File: src/rtl/lcd_bus_pkg.sv
// Shared types and constants for the two-master 8080-style LCD write bus arbiter.
// Combinational helpers only: no latency, no backpressure.
package lcd_bus_pkg;

   typedef enum logic [1:0] {
      IDLE    = 2'd0,
      SETUP   = 2'd1,
      WR_LOW  = 2'd2,
      WR_HIGH = 2'd3
   } state_t;

   localparam int   LCD_DATA_W = 16;
   localparam logic D_C_CMD    = 1'b0;
   localparam logic D_C_DATA   = 1'b1;

   function automatic int max_int(input int a, input int b);
      return (a > b) ? a : b;
   endfunction

endpackage

File: src/rtl/lcd_wr_timer.sv
// Loadable down-counter; o_last flags the final cycle of the phase just loaded.
// Load takes effect on the next edge; the count holds at zero; no backpressure.
module lcd_wr_timer #(
   parameter int CNT_W = 2
) (
   input  logic             clk,
   input  logic             reset_n,
   input  logic             i_load,
   input  logic [CNT_W-1:0] i_load_val,
   output logic             o_last
);

   logic [CNT_W-1:0] r_cnt;

   always_ff @(posedge clk or negedge reset_n) begin
      if (!reset_n) begin
         r_cnt <= '0;
      end else if (i_load) begin
         r_cnt <= i_load_val;
      end else if (r_cnt != '0) begin
         r_cnt <= r_cnt - CNT_W'(1);
      end
   end

   assign o_last = (r_cnt == '0);

endmodule

File: src/rtl/lcd_bus_arbiter.sv
// Arbitrates CPU command and DMA pixel words onto one LCD write bus, one word per 2+WR_LOW_CYC+WR_HIGH_CYC cycles.
// Readies are combinational and only high in IDLE; pixel bursts are capped at BURST_MAX while a command waits.
module lcd_bus_arbiter
   import lcd_bus_pkg::*;
#(
   parameter int DATA_W      = LCD_DATA_W,
   parameter int WR_LOW_CYC  = 2,
   parameter int WR_HIGH_CYC = 2,
   parameter int BURST_MAX   = 8
) (
   input  logic              clk,
   input  logic              reset_n,
   input  logic              cmd_valid,
   output logic              cmd_ready,
   input  logic              cmd_dc,
   input  logic [DATA_W-1:0] cmd_data,
   input  logic              pix_valid,
   output logic              pix_ready,
   input  logic [DATA_W-1:0] pix_data,
   output logic              lcd_cs_n,
   output logic              lcd_d_c_n,
   output logic              lcd_wr_n,
   output logic [DATA_W-1:0] lcd_databus,
   output logic              busy
);

   localparam int TMR_W   = $clog2(max_int(WR_LOW_CYC, WR_HIGH_CYC) + 1);
   localparam int BURST_W = $clog2(BURST_MAX + 1);
   localparam logic [TMR_W-1:0]   LOW_LOAD  = TMR_W'(WR_LOW_CYC - 1);
   localparam logic [TMR_W-1:0]   HIGH_LOAD = TMR_W'(WR_HIGH_CYC - 1);
   localparam logic [BURST_W-1:0] BURST_LIM = BURST_W'(BURST_MAX);

   state_t              r_state;
   state_t              w_state_nxt;
   logic                r_cs_n;
   logic                r_wr_n;
   logic                r_d_c_n;
   logic [DATA_W-1:0]   r_databus;
   logic [BURST_W-1:0]  r_burst_cnt;
   logic                r_last_cmd;
   logic                w_pix_win;
   logic                w_cmd_acc;
   logic                w_pix_acc;
   logic                w_tmr_load;
   logic [TMR_W-1:0]    w_tmr_val;
   logic                w_tmr_last;

   // Pixels yield to a waiting command only once the burst cap is reached
   // and the previous grant was not already a command.
   assign w_pix_win = pix_valid &&
                      (!cmd_valid || r_last_cmd || (r_burst_cnt < BURST_LIM));

   lcd_wr_timer #(
      .CNT_W (TMR_W)
   ) u_wr_timer (
      .clk        (clk),
      .reset_n    (reset_n),
      .i_load     (w_tmr_load),
      .i_load_val (w_tmr_val),
      .o_last     (w_tmr_last)
   );

   always_ff @(posedge clk or negedge reset_n) begin
      if (!reset_n) begin
         r_state <= IDLE;
      end else begin
         r_state <= w_state_nxt;
      end
   end

   always_comb begin
      w_state_nxt = r_state;
      w_tmr_load  = 1'b0;
      w_tmr_val   = '0;
      w_cmd_acc   = 1'b0;
      w_pix_acc   = 1'b0;
      case (r_state)
         IDLE: begin
            w_pix_acc = w_pix_win;
            w_cmd_acc = cmd_valid && !w_pix_win;
            if (w_pix_acc || w_cmd_acc) begin
               w_state_nxt = SETUP;
            end
         end
         SETUP: begin
            w_state_nxt = WR_LOW;
            w_tmr_load  = 1'b1;
            w_tmr_val   = LOW_LOAD;
         end
         WR_LOW: begin
            if (w_tmr_last) begin
               w_state_nxt = WR_HIGH;
               w_tmr_load  = 1'b1;
               w_tmr_val   = HIGH_LOAD;
            end
         end
         WR_HIGH: begin
            if (w_tmr_last) begin
               w_state_nxt = IDLE;
            end
         end
         default: w_state_nxt = IDLE;
      endcase
   end

   // Pin outputs are registered from the next state so they switch cleanly with it.
   always_ff @(posedge clk or negedge reset_n) begin
      if (!reset_n) begin
         r_cs_n      <= 1'b1;
         r_wr_n      <= 1'b1;
         r_d_c_n     <= 1'b1;
         r_databus   <= '0;
         r_burst_cnt <= '0;
         r_last_cmd  <= 1'b0;
      end else begin
         r_cs_n <= (w_state_nxt == IDLE);
         r_wr_n <= (w_state_nxt != WR_LOW);
         if (w_cmd_acc) begin
            r_databus   <= cmd_data;
            r_d_c_n     <= cmd_dc;
            r_last_cmd  <= 1'b1;
            r_burst_cnt <= '0;
         end else if (w_pix_acc) begin
            r_databus  <= pix_data;
            r_d_c_n    <= D_C_DATA;
            r_last_cmd <= 1'b0;
            if (r_burst_cnt < BURST_LIM) begin
               r_burst_cnt <= r_burst_cnt + BURST_W'(1);
            end
         end
      end
   end

   assign cmd_ready   = w_cmd_acc;
   assign pix_ready   = w_pix_acc;
   assign lcd_cs_n    = r_cs_n;
   assign lcd_wr_n    = r_wr_n;
   assign lcd_d_c_n   = r_d_c_n;
   assign lcd_databus = r_databus;
   assign busy        = (r_state != IDLE);

endmodule

File: config.mk
export PLATFORM = sky130hd
export DESIGN_NAME = lcd_bus_arbiter
export DESIGN_NICKNAME = d
export VERILOG_FILES = /design/src/rtl/lcd_bus_pkg.sv /design/src/rtl/lcd_wr_timer.sv /design/src/rtl/lcd_bus_arbiter.sv
export SDC_FILE = /design/constraint.sdc
export NUM_CORES = 1
export LEC_CHECK = 0
export CAP_MARGIN = 10
export CELL_PAD_IN_SITES_DETAIL_PLACEMENT = 1
export CELL_PAD_IN_SITES_GLOBAL_PLACEMENT = 1
export CORE_UTILIZATION = 33
export CTS_CLUSTER_SIZE = 20
export DETAILED_ROUTE_END_ITERATION = 8
export MAX_ROUTING_LAYER = met4
export PLACE_DENSITY = 0.89
export SYNTH_ARGS = -nofsm -noshare
export SYNTH_HDL_FRONTEND = slang
export SYNTH_SLANG_ARGS = --single-unit
export TNS_END_PERCENT = 10
File: constraint.sdc
create_clock -name clk -period 2.7 [get_ports clk]
set_input_delay 0.54 -clock clk [delete_from_list [all_inputs] [get_ports clk]]
set_output_delay 0.54 -clock clk [all_outputs]
set_load 0.02 [all_outputs]
=== Word level (Yosys, flattened, before mapping) ===
Index checks and enable logic that the tools add are counted.

* Output and inout bits: 22
* Input port bits: 37
* Register bits: 28
* Logic and storage cells: 52

* Add/sub/neg operators: 2
* Mux-type cells: 21
* Reductions and logical operators: 16
* Order comparisons: 1
* Eq/ne operators: 4

{| class="wikitable"
|+ Operators with widths
! operator !! number
|-
| 2-to-1 mux 16 bit || 2
|-
| 2-to-1 mux 4 bit || 3
|-
| 2-to-1 mux 2 bit || 5
|-
| nonzero test 2 bit || 5
|-
| 2-to-1 mux 1 bit || 8
|-
| one-hot mux 2 bit (4 select lines) || 1
|-
| logical NOT 2 bit || 3
|-
| adder 4 x 1 -> 4 bit (second input constant) || 1
|-
| equality test 2 bit (second input constant) || 2
|-
| < comparator 4 bit (second input constant) || 1
|-
| one-hot mux 1 bit (2 select lines) || 2
|-
| logical OR 1 bit || 3
|-
| equality test 2 x 1 -> 1 bit (second input constant) || 1
|-
| logical AND 1 bit || 2
|-
| logical NOT 1 bit || 2
|-
| != test 2 bit (second input constant) || 1
|-
| AND reduction 2 bit || 1
|-
| subtractor 2 x 1 -> 2 bit (second input constant) || 1
|}

=== Depth between registers and ports, before layout ===
* Depth after elaboration: 10
* Gate-level depth with buffers: 7
* Depth with buffers taken out: 6

=== Cells and area by module ===
Synthesis repeated with hierarchy kept, for this count alone.

* Cells, all modules: 142
* Area, all modules: 1526.5 µm²

{| class="wikitable"
|+ By module, submodules not included
! module !! cells an instance !! area each (µm²) !! sequential area each (µm²) !! times used
|-
| lcd_bus_arbiter || 130 || 1412.6 || 654.4 || 1
|-
| lcd_wr_timer || 12 || 113.9 || 50.0 || 1
|}

=== Worst setup path after synthesis ===
Ideal clock, no wire load.

* Path kind: register to output
* Start point: reg r_state[0]
* End point: out pix_ready
* Setup slack: 0.723 ns
* Path buffers: 0
* Stages on the path, launching flop included: 5
* Data required time: 2.160 ns
* Arrival time: 1.437 ns
* Cell sequence: dfrtp_1 > inv_1 > ha_1 > inv_1 > a211oi_2

* Word-level cells in the longest chain between the ends: 2

{| class="wikitable"
|+ Ends and longest elaborated chain
! element !! line !! source
|-
| start, declared || lcd_bus_arbiter.sv:33 || <nowiki>state_t r_state;</nowiki>
|-
| start signal, assigned || lcd_bus_arbiter.sv:67 || <nowiki>r_state <= w_state_nxt;</nowiki>
|-
| logical NOT 2 bit || lcd_bus_arbiter.sv:77 || <nowiki>case (r_state)</nowiki>
|-
| 2-to-1 mux 1 bit || lcd_bus_arbiter.sv:77 ||
|-
| end, declared || lcd_bus_arbiter.sv:18 || <nowiki>output logic pix_ready,</nowiki>
|}

No other way between the ends.

=== Worst setup path after layout ===
* Start point: in cmd_valid
* End point: out cmd_ready

* Word-level cells in the longest chain between the ends: 7

{| class="wikitable"
|+ Ends and longest elaborated chain
! element !! line !! source
|-
| start, declared || lcd_bus_arbiter.sv:13 || <nowiki>input logic cmd_valid,</nowiki>
|-
| logical NOT 1 bit || lcd_bus_arbiter.sv:51 || <nowiki>(!cmd_valid || r_last_cmd || (r_burst_cnt < BURST_LIM));</nowiki>
|-
| logical OR 1 bit (2 in series) || lcd_bus_arbiter.sv:51 ||
|-
| logical AND 1 bit || lcd_bus_arbiter.sv:50 || <nowiki>assign w_pix_win = pix_valid &&</nowiki>
|-
| logical NOT 1 bit || lcd_bus_arbiter.sv:80 || <nowiki>w_cmd_acc = cmd_valid && !w_pix_win;</nowiki>
|-
| logical AND 1 bit * || lcd_bus_arbiter.sv:80 ||
|-
| 2-to-1 mux 1 bit * || lcd_bus_arbiter.sv:77 ||
|-
| end, declared || lcd_bus_arbiter.sv:14 || <nowiki>output logic cmd_ready,</nowiki>
|}

Every way passes the cells marked *; elsewhere a longest branch is shown, timed or not.

==> metrics.yaml <==
routing:
  drt-pass1-iter-count: 4
  vias: 1406
  wl_per_cell_um: 15.6
  via_per_inst: 5.21
  drt-total-wl_um: 4210
  drcViolationCount: 0
  ant_nets: 0
  first_iter_violations: 85
clock_network:
  cts.sinks: 28
  clock_path_buffers: 2
  cts_tree: "done"
  cts_root_buffer: "clkbuf_8"
  clock_latency_ns: 0.27
  cts_hold_buf: 0
  cts_buffers: 3
  cts_resized: 1
  h-tree-depth: 1
  post_cts_buffers: 0
  clk_pin_slew_worst_paths_ns: 0.09
timing:
  setup-tns-final_ns: 0
  rsz0062_at_grt: "false"
  drv_slew: 0
  setup_viol: 0
  setup_ws_ns: 0.171
  relSlewSlack_pct: 75.2
  worst_hold_slack_ns: 0.505
  fin_worst_skew_ns: 0.00314
  fmaxAchievable_mhz: 395
  worst_pin_slew_ns: 0.371
  post-route-period-util_pct: 93.7
  period_needed_ns: 2.53
  finalHoldViolations: 0
place:
  place_area_um2: 2080
  place.detailed.hpwl_um: 3230
  dp_slack_ns: 0.169
  gp_congestion: 0.739
  io_buffers: 58
power:
  p_per_area_nw_per_um2: 1150
  ir_worst_vdd_v: 0.000749
  p_leak_nw: 0.923
  internal_power_mw: 1.46
  swShare_pct: 40.8
  power_switching_mw: 1.01
  power_frac_seq_pct: 30.8
  power_frac_comb_pct: 55.7
  pwr-share-clk_pct: 13.4
yosys:
  ys_warn_count: 0
  synth_top_family_by_area: "compound AO/OA/AOI/OAI gates"
  synth_nets: 202
  synth-simple-area-share_pct: 19.0
  synth_area_um2: 1440
  synthMuxAreaShare_pct: 0.783
  avgSynthCellArea_um2: 9.11
  synth_seq_cells: 28
  yosys.area_share.adder_pct: 6.09
  syn_inst: 158
  yosysSeqAreaShare_pct: 49.0
  synth_xor_area_share_pct: 0
  synth_compound_area_share_pct: 19.8
  synth.distinct_cells: 32
layout:
  utilization_pct: 52.7
  diodes: 0
  stdcell_area_um2: 2150
  area_delta_synth_final_pct: 49.7
  drive_gt1_share_pct: 9.09
  nets: 265
grt:
  grt.total_usage_pct: 19.0
  grt_max_degree: 34
  first_global_vias: 1375
  overflow: 0
  antenna_found_initial: 0
  grt_first_pass_wirelength_um: 6270
critical_path:
  crit_path_cell_trace: "clkdlybuf4s50_1, o211ai_4, inv_4, clkdlybuf4s50_1"
  cp_data_required_time_ns: 2.16
  cp.depth: 4
  worstSetupEndpointType: "output pin"
  cp_slowest_stage_delay_ns: 0.63
  path_common_cell: "clkdlybuf4s50_1"
  slowest_stage: "clkdlybuf4s50_1"
  crit_end: "cmd_ready"
  critPathBufInv: 3
  r2r-start: "r_state[1]$_DFF_PN0_"
  critPathKind: "input port to output pin"
  reg2reg_slack_ns: 0.88
  r2r-end: "lcd_databus[3]$_DFFE_PN0P_"
  cp.arrival_ns: 1.99
  start_kind: "input port"
  cp-startpoint: "cmd_valid"
  worstRegToRegCells: 7
  crit_path_max_fanout: 6
  path_delay_family: "buffers and inverters"
die:
  fp.dieW_um: 68.0
  fp-row-count: 23
  die_y_um: 68.0
  dieArea_um2: 4630
  start_util_pct: 35.2
  core-area_um2: 4090
  ioPinCount: 59
hold_path:
  min_path_type: "flop to flop"
status:
  status: "completed"
job:
  drv_cap: 0
stage by stage:
step,cells,total power [mW]
3_3_place_gp,266,2.09
4_1_cts,270,2.50
3_5_place_dp,266,2.17
6_report,270,2.47
2_1_floorplan,158,1.59
5_1_grt,270,2.67
worst min-delay path by stage:
stage	to	cells past startpoint	from	slack (ns)
after floorplan	lcd_databus[0]$_DFFE_PN0P_	0	reset_n	0.24
after global placement	r_burst_cnt[2]$_DFFE_PN0P_	1	r_burst_cnt[2]$_DFFE_PN0P_	0.49
after detailed placement	r_burst_cnt[2]$_DFFE_PN0P_	1	r_burst_cnt[2]$_DFFE_PN0P_	0.49
after CTS	r_burst_cnt[2]$_DFFE_PN0P_	1	r_burst_cnt[2]$_DFFE_PN0P_	0.51
after global routing	r_burst_cnt[2]$_DFFE_PN0P_	1	r_burst_cnt[2]$_DFFE_PN0P_	0.54
final	r_burst_cnt[2]$_DFFE_PN0P_	1	r_burst_cnt[2]$_DFFE_PN0P_	0.51
cells in the mapped netlist, drive strengths merged:
cell type	n	area (um^2)
nand2	35	131
dfrtp	25	626
nor2	25	96.4
a31oi	19	119
inv	8	32.5
a21oi	7	35.0
ha	7	87.6
buf	5	40.0
o21ai	5	25.0
dfstp	3	78.8
nor2b	3	21.3
o32a	2	20.0
a211o	1	8.76
a211oi	1	12.5
a221o	1	10.0
a22o	1	8.76
a22oi	1	7.51
a41oi	1	8.76
and3b	1	8.76
clkbuf	1	3.75
mux2	1	11.3
nand2b	1	6.26
nand3	1	5.00
nor3	1	5.00
o211ai	1	21.3
o22a	1	8.76
power groups by stage:
stage | combinational (mW) | sequential (mW) | clock, mW
after detailed placement | 1.39 | 0.773 | 0
after CTS | 1.39 | 0.766 | 0.339
final | 1.38 | 0.762 | 0.332
after global routing | 1.52 | 0.791 | 0.359
after floorplan | 0.659 | 0.932 | 0
after global placement | 1.34 | 0.753 | 0
final cells by class:
class	count	area (um^2)
Sequential cell	28	704
Timing Repair Buffer	64	624
Clock inverter	1	30.0
Clock buffer	3	41.3
Tap cell	50	62.6
Inverter	8	32.5
Fill cell	479	1930
Multi-Input combinational cell	116	658
layer usage:
metal | track usage [%] | vias to the layer above | routed length, um
li1 | - | 666 | -
met1 | 20.7 | 701 | 1610
met2 | 35.3 | 31 | 2380
met3 | 1.83 | 8 | 142
met4 | 7.29 | 0 | 83
met5 | - | - | 0
cell usage in the layout, fill, tap and decap left out:
cell type and count:
o211ai_4 1, nand2_1 35, a31oi_1 19, a211o_1 1
ha_1 7, o22a_1 1, a211oi_2 1, a221o_1 1
a22o_1 1, inv_4 1, inv_2 1, nor2_1 24
nor3_1 1, bufinv_16 1, dlygate4sd2_1 1, and3b_1 1
a22oi_1 1, nor2_2 1, nor2b_2 1, nand2b_1 1
a41oi_1 1, dfstp_2 3, inv_1 6, dfrtp_1 25
nor2b_1 2, o21ai_0 5, o32a_1 2, buf_4 6
a21oi_1 7, mux2_2 1, clkbuf_8 3, clkdlybuf4s50_1 57
nand3_1 1
cell families after synthesis:
group,count (synthesis)
AND/OR/NAND/NOR,67
adder cells (fa/ha/maj),7
AO/OA/AOI/OAI,41
flip-flops,28
buffers and inverters,14
multiplexers,1
registers in the layout (all words and copies together) (netlist names):
name	count
r_state	2
r_last_cmd	1
lcd_cs_n	1
r_burst_cnt	4
u_wr_timer.r_cnt	2
lcd_d_c_n	1
lcd_wr_n	1
lcd_databus	16
Power figures use the tool's default switching activity.
